### src/rtl/proc_pkg.sv
// Shared definitions for the processor pipeline blocks.
//   WIDTH_DEFAULT        default datapath width
//   MEM_TIMEOUT_DEFAULT  default ACCESS cycle limit before a memory op aborts
//   WAIT_CNT_W           width of the memory wait counter
//   mem_state_t          memory access FSM states
package proc_pkg;

  localparam int WIDTH_DEFAULT       = 22;
  localparam int MEM_TIMEOUT_DEFAULT = 15;
  localparam int WAIT_CNT_W          = 4;

  typedef enum logic [1:0] {
    IDLE   = 2'd0,
    ACCESS = 2'd1,
    DONE   = 2'd2
  } mem_state_t;

endpackage

### src/rtl/pipe_reg.sv
// Generic pipeline register with load enable and asynchronous clear.
//   clk  clock
//   rst  asynchronous active-high clear
//   en   load enable; q holds its value when low
//   d    next value
//   q    registered value
module pipe_reg #(
  parameter int W = 8
) (
  input  logic         clk,
  input  logic         rst,
  input  logic         en,
  input  logic [W-1:0] d,
  output logic [W-1:0] q
);

  always_ff @(posedge clk or posedge rst) begin
    if (rst) begin
      q <= '0;
    end else if (en) begin
      q <= d;
    end
  end

endmodule

### src/rtl/memory_access_stage.sv
// Memory access stage of the pipeline: EX/MEM register, data memory
// request FSM with timeout, and MEM/WB register.
//
// Ports:
//   clk, rst                    clock, asynchronous active-high reset
//   alu_result_e, write_data_e  address / ALU result and store data from execute
//   reg_write_m_in, mem_write_m_in, mem_to_reg_m_in, pc_src_m_in, wa3_e
//                               execute-side controls and destination register
//   dmem_req, dmem_we, dmem_addr, dmem_wdata
//                               data memory request (held stable while dmem_req=1)
//   dmem_rdata, dmem_ack        data memory response
//   alu_result_memory, wa3_m, reg_write_mem
//                               EX/MEM values for forwarding and hazard detection
//   stall_m                     freezes fetch, decode and execute
//   alu_result_w, read_data_w, reg_write_w, mem_to_reg_w, pc_src_w, wa3_w
//                               MEM/WB values
//   mem_error                   sticky memory timeout flag
//
// Memory handshake: dmem_req is high for every ACCESS cycle and the request
// fields do not change while it is high. The first cycle with dmem_ack=1
// while dmem_req=1 completes the access; dmem_ack at any other time is
// ignored. If no ack arrives by the ACCESS cycle in which the wait counter
// equals MEM_TIMEOUT, the access is abandoned, read data is forced to 0
// and mem_error is set until reset.
module memory_access_stage
  import proc_pkg::*;
#(
  parameter int WIDTH       = WIDTH_DEFAULT,
  parameter int MEM_TIMEOUT = MEM_TIMEOUT_DEFAULT
) (
  input  logic             clk,
  input  logic             rst,
  input  logic [WIDTH-1:0] alu_result_e,
  input  logic [WIDTH-1:0] write_data_e,
  input  logic             reg_write_m_in,
  input  logic             mem_write_m_in,
  input  logic             mem_to_reg_m_in,
  input  logic             pc_src_m_in,
  input  logic [3:0]       wa3_e,
  output logic             dmem_req,
  output logic             dmem_we,
  output logic [WIDTH-1:0] dmem_addr,
  output logic [WIDTH-1:0] dmem_wdata,
  input  logic [WIDTH-1:0] dmem_rdata,
  input  logic             dmem_ack,
  output logic [WIDTH-1:0] alu_result_memory,
  output logic [3:0]       wa3_m,
  output logic             reg_write_mem,
  output logic             stall_m,
  output logic [WIDTH-1:0] alu_result_w,
  output logic [WIDTH-1:0] read_data_w,
  output logic             reg_write_w,
  output logic             mem_to_reg_w,
  output logic             pc_src_w,
  output logic [3:0]       wa3_w,
  output logic             mem_error
);

  // EX/MEM: alu, write data, 4 controls, wa3
  localparam int EXM_W = 2 * WIDTH + 8;
  // MEM/WB: alu, read data, 3 controls, wa3
  localparam int MWB_W = 2 * WIDTH + 7;
  localparam logic [WAIT_CNT_W-1:0] TIMEOUT_CNT = WAIT_CNT_W'(MEM_TIMEOUT);

  // EX/MEM fields
  logic [EXM_W-1:0]      exm_d;
  logic [EXM_W-1:0]      exm_q;
  logic [WIDTH-1:0]      alu_q;
  logic [WIDTH-1:0]      wdata_q;
  logic                  reg_write_q;
  logic                  mem_write_q;
  logic                  mem_to_reg_q;
  logic                  pc_src_q;
  logic [3:0]            wa3_q;
  logic                  mem_op;

  // FSM and memory response tracking; state is kept as a named signal so
  // checkers can bind to it directly.
  mem_state_t            state;
  mem_state_t            state_next;
  logic [WAIT_CNT_W-1:0] wait_cnt;
  logic                  ack_hit;
  logic                  timeout_hit;
  logic [WIDTH-1:0]      read_lat;
  logic [WIDTH-1:0]      read_sel;

  // MEM/WB
  logic [MWB_W-1:0]      mwb_d;
  logic [MWB_W-1:0]      mwb_q;

  // ---------------------------------------------------------------------
  // EX/MEM register: frozen while the stage stalls so the request fields
  // stay stable for the whole access.
  // ---------------------------------------------------------------------
  assign exm_d = {alu_result_e, write_data_e, reg_write_m_in, mem_write_m_in,
                  mem_to_reg_m_in, pc_src_m_in, wa3_e};

  pipe_reg #(.W(EXM_W)) u_ex_mem (
    .clk (clk),
    .rst (rst),
    .en  (!stall_m),
    .d   (exm_d),
    .q   (exm_q)
  );

  assign {alu_q, wdata_q, reg_write_q, mem_write_q, mem_to_reg_q,
          pc_src_q, wa3_q} = exm_q;

  assign mem_op = mem_write_q | mem_to_reg_q;

  // Forwarding / hazard outputs come straight from EX/MEM flops.
  assign alu_result_memory = alu_q;
  assign wa3_m             = wa3_q;
  assign reg_write_mem     = reg_write_q;

  assign dmem_addr  = alu_q;
  assign dmem_wdata = wdata_q;
  assign dmem_we    = mem_write_q;

  // ---------------------------------------------------------------------
  // Memory access FSM
  // ---------------------------------------------------------------------
  always_ff @(posedge clk or posedge rst) begin
    if (rst) begin
      state <= IDLE;
    end else begin
      state <= state_next;
    end
  end

  always_comb begin
    state_next  = state;
    dmem_req    = 1'b0;
    ack_hit     = 1'b0;
    timeout_hit = 1'b0;
    // DONE is the cycle the finished op leaves EX/MEM, so it does not stall.
    stall_m     = mem_op && (state != DONE);
    case (state)
      IDLE: begin
        if (mem_op) state_next = ACCESS;
      end
      ACCESS: begin
        dmem_req = 1'b1;
        // An ack in the timeout cycle still counts as a real completion.
        ack_hit     = dmem_ack;
        timeout_hit = !dmem_ack && (wait_cnt == TIMEOUT_CNT);
        if (ack_hit || timeout_hit) state_next = DONE;
      end
      DONE: begin
        state_next = IDLE;
      end
      default: begin
        state_next = IDLE;
      end
    endcase
  end

  // Wait counter, read data latch and sticky error flag.
  always_ff @(posedge clk or posedge rst) begin
    if (rst) begin
      wait_cnt  <= '0;
      read_lat  <= '0;
      mem_error <= 1'b0;
    end else begin
      if (state == IDLE && mem_op) begin
        wait_cnt <= '0;
      end else if (state == ACCESS && !ack_hit && !timeout_hit) begin
        wait_cnt <= wait_cnt + 1'b1;
      end

      if (ack_hit) begin
        // Stores complete with no read data.
        read_lat <= mem_to_reg_q ? dmem_rdata : '0;
      end else if (timeout_hit) begin
        read_lat  <= '0;
        mem_error <= 1'b1;
      end
    end
  end

  // ---------------------------------------------------------------------
  // MEM/WB register: always loads; a stall cycle loads an all-zero bubble
  // so nothing is written back or redirected twice.
  // ---------------------------------------------------------------------
  assign read_sel = mem_op ? read_lat : '0;

  assign mwb_d = stall_m ? '0
                         : {alu_q, read_sel, reg_write_q, mem_to_reg_q,
                            pc_src_q, wa3_q};

  pipe_reg #(.W(MWB_W)) u_mem_wb (
    .clk (clk),
    .rst (rst),
    .en  (1'b1),
    .d   (mwb_d),
    .q   (mwb_q)
  );

  assign {alu_result_w, read_data_w, reg_write_w, mem_to_reg_w,
          pc_src_w, wa3_w} = mwb_q;

endmodule

### config.mk
export PLATFORM = sky130hd
export DESIGN_NAME = memory_access_stage
export DESIGN_NICKNAME = d
export VERILOG_FILES = /design/src/rtl/proc_pkg.sv /design/src/rtl/pipe_reg.sv /design/src/rtl/memory_access_stage.sv
export SDC_FILE = /design/constraint.sdc
export NUM_CORES = 1
export LEC_CHECK = 0
export CAP_MARGIN = 20
export CORE_UTILIZATION = 46
export CTS_BUF_LIST = sky130_fd_sc_hd__clkbuf_4 sky130_fd_sc_hd__clkbuf_8
export DETAILED_ROUTE_END_ITERATION = 10
export PLACE_DENSITY_LB_ADDON = 0.1
export SLEW_MARGIN = 25
export SYNTH_ARGS = -nofsm -noshare
export SYNTH_HDL_FRONTEND = slang
export SYNTH_SLANG_ARGS = --single-unit
### constraint.sdc
create_clock -name clk -period 4.6 [get_ports clk]
set_input_delay 0.69 -clock clk [delete_from_list [all_inputs] [get_ports clk]]
set_output_delay 0.69 -clock clk [all_outputs]
set_load 0.05 [all_outputs]
---- Yosys cells after proc, flatten, opt, wreduce, memory -nomap -nowiden ----
Index checks and enable logic that the tools add are counted.
cells by class
  multiplexer cells ....................... 13
  $add $sub $neg .......................... 1
  eq/ne operators ......................... 5
  reduce and logical (&&, ||, !) cells .... 14
  bitwise logic cells ..................... 2
operator list
  cell                                                  count
  2-to-1 mux 22 bit                                     4
  2-to-1 mux 51 bit                                     1
  2-to-1 mux 4 bit                                      2
  != test 2 bit (second input constant)                 3
  logical AND 1 bit                                     5
  adder 4 x 1 -> 4 bit (second input constant)          1
  equality test 4 bit (second input constant)           1
  2-to-1 mux 2 bit                                      2
  one-hot mux 2 bit (2 select lines)                    1
  AND reduction 2 bit                                   2
  nonzero test 2 bit                                    2
  logical NOT 1 bit                                     3
  2-to-1 mux 1 bit                                      3
  equality test 2 x 1 -> 1 bit (second input constant)  1
  logical NOT 2 bit                                     1
  logical OR 1 bit                                      1
  NOT 1 bit                                             1
  bitwise OR 1 bit                                      1
word-level totals
  flip-flop bits (word level) ............. 132
  output and inout bits ................... 126
  input port bits ......................... 77
  word-level logic and storage cells ...... 41

---- Depth between registers and ports, before layout ----
Gate-level depths: netlist of run 1.
  depth after elaboration ................. 7
  gate-level depth with buffers ........... 6
  gate-level depth less buffers ........... 4

---- Hierarchy ----
Synthesis of run 1 repeated with hierarchy kept, for this count alone.
second synthesis, totals
  cell total of the unflattened synthesis .. 386
  area, all modules ....................... 5988.2 µm²
modules (own cells, without submodules)
  module               area an instance (µm²)  times used  cells an instance  sequential area each (µm²)
  pipe_reg (u_ex_mem)  2189.6                  1           111                1301.2
  pipe_reg (u_mem_wb)  2153.3                  1           109                1276.2
  memory_access_stage  1645.3                  1           166                725.7

---- Least setup slack after synthesis of run 1 ----
No wires, ideal clock.
  path kind ............................... reg2out
  from .................................... register u_ex_mem.q[6]
  to ...................................... output stall_m
  path buffers ............................ 2
  stages on the path, launching flop included .. 5
  data arrival time ....................... 1379 ps
  path slack .............................. 2531 ps
  cells stage by stage .................... dfrtp_1 -> nor2_2 -> nor2b_1 -> buf_6 -> buf_2
on the way
  longest elaborated chain between the ends .. 2
RTL lines
  item                      line                        source
  start: declaration        pipe_reg.sv:14              output logic [W-1:0] q
  start signal: assignment  pipe_reg.sv:19              q <= '0;
  start signal: assignment  pipe_reg.sv:21              q <= d;
  bitwise OR 1 bit          memory_access_stage.sv:109  assign mem_op = mem_write_q | mem_to_reg_q;
  logical AND 1 bit         memory_access_stage.sv:137  stall_m = mem_op && (state != DONE);
  end: declaration          memory_access_stage.sv:49   output logic stall_m,
No other way between the ends.

---- Worst setup path after layout of run 1 ----
  from .................................... register state[1]
  to ...................................... output stall_m
on the way
  longest elaborated chain between the ends .. 2
RTL lines
  item                      line                        source
  start: declaration        memory_access_stage.sv:79   mem_state_t state;
  start signal: assignment  memory_access_stage.sv:127  state <= state_next;
  != test 2 bit             memory_access_stage.sv:137
  logical AND 1 bit         memory_access_stage.sv:137
No other way between the ends.

==> results of run 1 <==
[power by group through the flow]
stage | sequential (mW) | combinational, mW | clock (mW)
global placement | 1.88 | 3.53 | 0
finish | 1.87 | 3.54 | 0.925
CTS | 1.88 | 3.57 | 0.951
detailed placement | 1.89 | 3.56 | 0
floorplan | 2.22 | 2.61 | 0
global route | 1.93 | 3.67 | 0.999
[cell usage in the layout, fill, tap and decap left out, drive strengths merged]
cell	count
clkdlybuf4s50	202
dfrtp	132
mux2	50
nor2b	29
a22o	24
clkbuf	23
and2	22
inv	5
nand2	4
clkinv	4
buf	4
nor2	4
nand3	2
and4b	2
a21oi	2
nor3	2
bufinv	2
nand2b	2
and3	2
a31o	1
or2	1
o22ai	1
a31oi	1
o21ai	1
o221ai	1
nor3b	1
a41o	1
ha	1
[path summary, 6_finish.rpt]
path	to	cells after the start
min in group asynchronous	u_ex_mem.q[16]	2
hold reg to reg	u_mem_wb.q[16]	1
setup reg to reg	u_ex_mem.q[42]	5
setup / recovery	stall_m	3
hold / removal	u_mem_wb.q[16]	1
max in group asynchronous	u_mem_wb.q[5]	3
[cell type report]
type	count	share of cell area [%]
sequential	132	44.6
timing repair buffer	206	27.7
multi-input combinational	154	19.9
clock buffer	23	3.94
tap	143	2.42
clock inverter	6	1.08
inverter	5	0.355
[metrics by stage]
step,instance area [um2],std cells,util (%)
finish,7410,669,64.6
global route,7410,669,64.6
CTS,7400,669,64.6
detailed placement,7030,640,61.3
global placement,7030,640,61.3
floorplan,5430,376,-
[registers in the layout (all words and copies together), names as in the netlist]
register / flops
mem_error: 1
read_lat: 22
state: 2
u_ex_mem.q: 52
u_mem_wb.q: 51
wait_cnt: 4
[logic make-up after synthesis]
group	count (synthesis)	synth area share, %
DFF	132	60.8
and+or+nand+nor	71	8.15
muxes	50	13.7
buffers and inverters	90	12.2
adders and majority gates	1	0.230
AOI/OAI and AO/OA	32	4.88
[critical path: cells and delay by family (launching register included)]
family | cells | cell delay [ns]
flops | 1 | 0.42
buf+inv | 1 | 0.85
simple gates | 2 | 0.29
[per-layer routing]
| layer | wire, um | global-route usage (%) | vias up |
|---|---|---|---|
| li1 | - | - | 1463 |
| met1 | 4520 | 22.3 | 1565 |
| met2 | 5170 | 28.7 | 128 |
| met3 | 709 | 7.33 | 11 |
| met4 | 124 | 7.20 | 0 |
| met5 | 0 | 0 | - |
==> summary.txt, run 1 <==
Status: complete, no violations
Sequential share of power: 29.5%
Crit-path cells: nand2b_4, nor2b_4, clkdlybuf4s50_1
Prevailing post-synth register cell: dfrtp_1
Post-synth top cells: dfrtp_1 (132), buf_4 (71), mux2_4 (49), nor2b_1 (29), a22o_1 (24)
Final Max Tran Viols: 0
CTS Root Cell: clkbuf_8
Crit path launch: state[1]
CTS sink cnt: 132
Final HPWL DP: 7260 um
Sw Ratio: 44.6%
Syn Inst Count: 376
Post-CTS setup buffer count: 0
Vias in the first global route: 3,228
Fmax: 374 MHz
DR vias: 3,167
Synth warnings: 0
CTS clk-pin slew, worst paths: 0.07 ns
Filler cell count in the final layout: 885
Critical Path End Type: output pin
Clk Latency, worst-skew pair: 0.43 ns
Tcrit/Tclk final: 58.2%
PD cells: 856 mW/mm2
First-pass GRT wire length: 16,900 um
1st-pass router iterations: 4
Hold Vio Cnt, Final: 0
Gr usage total: 18.2%
Gr ovfl total: 0
Worst slack, placed: 2.24 ns
NetSw: 2.83 mW
Largest net degree at the start of global routing: 108
Area of the mapped netlist: 0.00543 mm2
Pwr Total: 6.34 mW
Hold Crit Class: flop to flop
Clock power frac: 14.6%
Unique cell type count in the Yosys netlist: 32
Antenna violations before repair: 0
Endpoints failing setup: 0
IO Port Bufs: 202
Dominant cells by area after synthesis: dfrtp_1 (61%), mux2_4 (14%), buf_4 (9.8%)
Vias per std cell: 4.73
Final wirelength: 10,500 um
Int Power: 3.51 mW
Slew headroom: 48.2%
Layout cells sized above 1: 17.1%
Routability cong.: 0.760
Initial Util: 47.4%
Critical path arrival: 1.99 ns
Maximum Capacitance Violations: 0
Hold Crit Start: read_lat[9]
Syn_nets: 454
Initial DRC Count: 207
Final net count: 594
Max stage delay on crit path: 0.85 ns
Total die area: 0.0123 mm2
Critical Path Source Type: flop
Sequential area share after synthesis: 60.8%
Final min period: 2.68 ns
CTS max path bufs: 2
CTS tree: built
Post-Syn Area per Cell: 14.5 um2
ANT nets after route: 0
DIE HEIGHT: 111 um
Leakage: 3.47 nW
Register bit count reported by yosys: 132
Slew of the pin with the lowest slew margin: 0.775 ns
I/O Pins: 203
Cell taking the most area after synthesis: dfrtp_1
Register area: 0.00330 mm2
Cell Rows: 39
Share of the synthesized area in the top cell type: 60.8%
Crit path max-delay cell type: clkdlybuf4s50_1
P&R area growth vs syn: 36.3%
Die X: 111 um
Reg2reg setup slack: 2.29 ns
PnR worst setup slack: 1.92 ns
Setup_tns: 0 ns
Layout Skew: 0.00927 ns
Logic pwr share: 55.9%
Most numerous cell in the Yosys netlist: dfrtp_1
RSZ-0062 raised after global routing: no
CTS Buf Count: 17
DRC viols: 0
Setup CP Type: flop to output pin
VDD IR max: 0.570 mV
EDFF count, synth: 0
Wire per inst: 15.7 um
Hold Worst Slack: 0.480 ns
CP required: 3.91 ns
Hold buffers post-CTS: 0
Area of the core: 0.0115 mm2
Post-synth ARST share: 100%
Critical Path Fanout Max: 7
Reg2reg start: state[1]
ANT cells: 0
Post-CTS sizing: 0
CTS H-tree lvls: 4
Multi-input combinational cell area: 0.00148 mm2
Power figures use the tool's default switching activity.
==> run 2, diff against run 1 <==
==> constraint.sdc (replaced) <==
create_clock -name clk -period 2.7 [get_ports clk]
set_input_delay 0.405 -clock clk [delete_from_list [all_inputs] [get_ports clk]]
set_output_delay 0.405 -clock clk [all_outputs]
set_load 0.05 [all_outputs]
==> summary.txt, run 2 (same netlist as run 1, synthesis figures left out) <==
Status: complete, no violations
Final HPWL DP: 7150 um (-1.5%)
Maximum Capacitance Violations: 0 (unchanged)
DIE HEIGHT: 111 um (unchanged)
Area of the core: 0.0115 mm2 (unchanged)
CTS Root Cell: clkbuf_8
Biggest register: u_ex_mem.q
CTS tree: built
Max FFs per register: 52 (unchanged)
Sequential share of power: 29.7% (+0.2 points)
Final net count: 593 (-0.17%)
Crit-path cells: nand2b_1, inv_2, clkdlybuf4s50_1
Cell Rows: 39 (unchanged)
Crit path launch: state[1]
Initial DRC Count: 120 (-42%)
Critical Path End: dmem_req
Largest registers: u_ex_mem.q (52), u_mem_wb.q (51), read_lat (22)
Logic pwr share: 56.4% (+0.5 points)
Int Power: 5.93 mW (+69%)
Hold Crit Class: input pin to async pin
Critical Path Source Type: flop
Crit path max-delay cell type: clkdlybuf4s50_1
Filler cell count in the final layout: 919 (+3.8%)
NetSw: 4.80 mW (+70%)
Hold Vio Cnt, Final: 0 (unchanged)
Endpoints failing setup: 0 (unchanged)
Die X: 111 um (unchanged)
Wire per inst: 15.5 um (-1.3%)
Final min period: 2.37 ns
Largest net degree at the start of global routing: 133 (+23%)
Slew of the pin with the lowest slew margin: 0.778 ns (+0.00321 ns)
Tcrit/Tclk final: 87.7%
CTS clk-pin slew, worst paths: 0.07 ns (about the same)
Post-CTS setup buffer count: 0 (unchanged)
Final wirelength: 10,400 um (-1.3%)
Critical Path Fanout Max: 5 (-2)
Reg2reg start: wait_cnt[0]
Initial Util: 47.4% (unchanged)
CTS H-tree lvls: 4 (unchanged)
Hold buffers post-CTS: 0 (unchanged)
ANT cells: 0 (unchanged)
PD cells: 1450 mW/mm2 (+69%)
Post-CTS sizing: 0 (unchanged)
Sw Ratio: 44.7% (+0.10 points)
IO Port Bufs: 202 (unchanged)
P&R area growth vs syn: 36.7%
Most frequent cells in the layout: clkdlybuf4s50_1 (201), dfrtp_1 (132), mux2_4 (49), nor2b_1 (28)
Setup CP Type: flop to output pin
Crit path buf inv count: 2 (+1)
Setup_tns: 0 ns (unchanged)
CTS sink cnt: 132 (unchanged)
Commonest non-fill, non-tap cell in the layout: clkdlybuf4s50_1
CP required: 2.30 ns (-1.61 ns)
Worst reg2reg path endpoint: read_lat[16]
Worst slack, placed: 0.666 ns (-1.58 ns)
Layout cells sized above 1: 17.5% (+0.38 points)
Path depth of the worst reg2reg path: 4 (-1)
Layout Skew: 0.00579 ns (-0.00349 ns)
CTS Buf Count: 17 (unchanged)
RSZ-0062 raised after global routing: no
CTS max path bufs: 2 (unchanged)
Vias per std cell: 4.70 (-0.63%)
Critical path arrival: 1.96 ns (-0.03 ns)
Clk Latency, worst-skew pair: 0.42 ns (about the same)
Leakage: 3.47 nW (about the same)
Clock power frac: 13.9% (-0.7 points)
ANT nets after route: 0 (unchanged)
Antenna violations before repair: 0 (unchanged)
PnR worst setup slack: 0.333 ns (-1.59 ns)
Fmax: 422 MHz
Critical Path End Type: output pin
Slew headroom: 48.0% (-0.21 points)
Gr usage total: 18.0% (-0.12 points)
First-pass GRT wire length: 17,100 um (+0.90%)
Multi-input combinational cell area: 0.00148 mm2 (+0.17%)
I/O Pins: 203 (unchanged)
Vias in the first global route: 3,246 (+0.56%)
Final Max Tran Viols: 0 (unchanged)
Worst path depth: 3 (unchanged)
DR vias: 3,147 (-0.63%)
Max stage delay on crit path: 0.81 ns (-0.04 ns)
VDD IR max: 0.987 mV (+73%)
Register area: 0.00330 mm2 (unchanged)
Total die area: 0.0123 mm2 (unchanged)
Worst path top cell family by delay: buffers and inverters
DRC viols: 0 (unchanged)
Reg2reg setup slack: 0.88 ns (-1.41 ns)
1st-pass router iterations: 4 (unchanged)
Gr ovfl total: 0 (unchanged)
Routability cong.: 0.810 (+6.6%)
## run 2: cell count changes in the layout (fill, tap and decap cells not counted), moves of 2 or more
cell / previous run / this run
bufinv_16: 2 / 0
clkbuf_8: 19 / 24
buf_12: 0 / 3
clkbuf_4: 4 / 2
buf_4: 4 / 1
## run 2: through the flow
| step | power (mW) | std cells | utilization (%) | hold slack [ns] | instance area [um2] |
|---|---|---|---|---|---|
| final | 10.7 | 669 | 64.8 | 0.486 | 7430 |
| after global routing | 11.2 | 669 | 64.8 | 0.505 | 7430 |
| after CTS | 10.8 | 669 | 64.8 | 0.488 | 7430 |
| after detailed placement | 9.32 | 639 | 61.6 | 0.467 | 7060 |
| after global placement | 9.23 | 639 | 61.6 | 0.469 | 7060 |
| after floorplan | 8.24 | 376 | - | 0.454 | 5440 |
## run 2: worst register-to-register path, stage by stage (launching register included)
cell	delay [ns]
dfrtp_1	0.41
ha_1	0.27
a31o_2	0.27
nand2_1	0.58
a22o_1	0.24
## run 2: area by class of cell
cell class / count / area share, %
Clock inverter: 4 / 0.270
Inverter: 5 / 0.303
Timing Repair Buffer: 205 / 28.0
Multi-Input combinational cell: 154 / 19.9
Sequential cell: 132 / 44.5
Clock buffer: 26 / 4.65
Tap cell: 143 / 2.41
## run 2: metal layers
| layer | global-route usage (%) | wire, um | up-vias |
|---|---|---|---|
| met5 | 0 | 0 | - |
| met4 | 7.73 | 165 | 0 |
| met3 | 5.58 | 539 | 16 |
| met2 | 29.5 | 5290 | 113 |
| met1 | 22.1 | 4390 | 1562 |
| li1 | - | - | 1456 |
## run 2: power by group through the flow
stage / registers (mW) / clock network, mW / logic [mW]
detailed placement: 3.22 / 0 / 6.10
finish: 3.19 / 1.49 / 6.06
CTS: 3.19 / 1.54 / 6.11
global route: 3.29 / 1.64 / 6.28
global placement: 3.19 / 0 / 6.04
floorplan: 3.78 / 0 / 4.45
## run 2: worst min path at each step
stage | start | cells past startpoint | to
2_1_floorplan | read_lat[3] | 1 | u_mem_wb.q[10]
3_3_place_gp | mem_error | 1 | mem_error
3_5_place_dp | read_lat[10] | 1 | u_mem_wb.q[17]
4_1_cts | read_lat[10] | 1 | u_mem_wb.q[17]
5_1_grt | read_lat[1] | 1 | u_mem_wb.q[8]
6_report | rst | 3 | u_ex_mem.q[11]
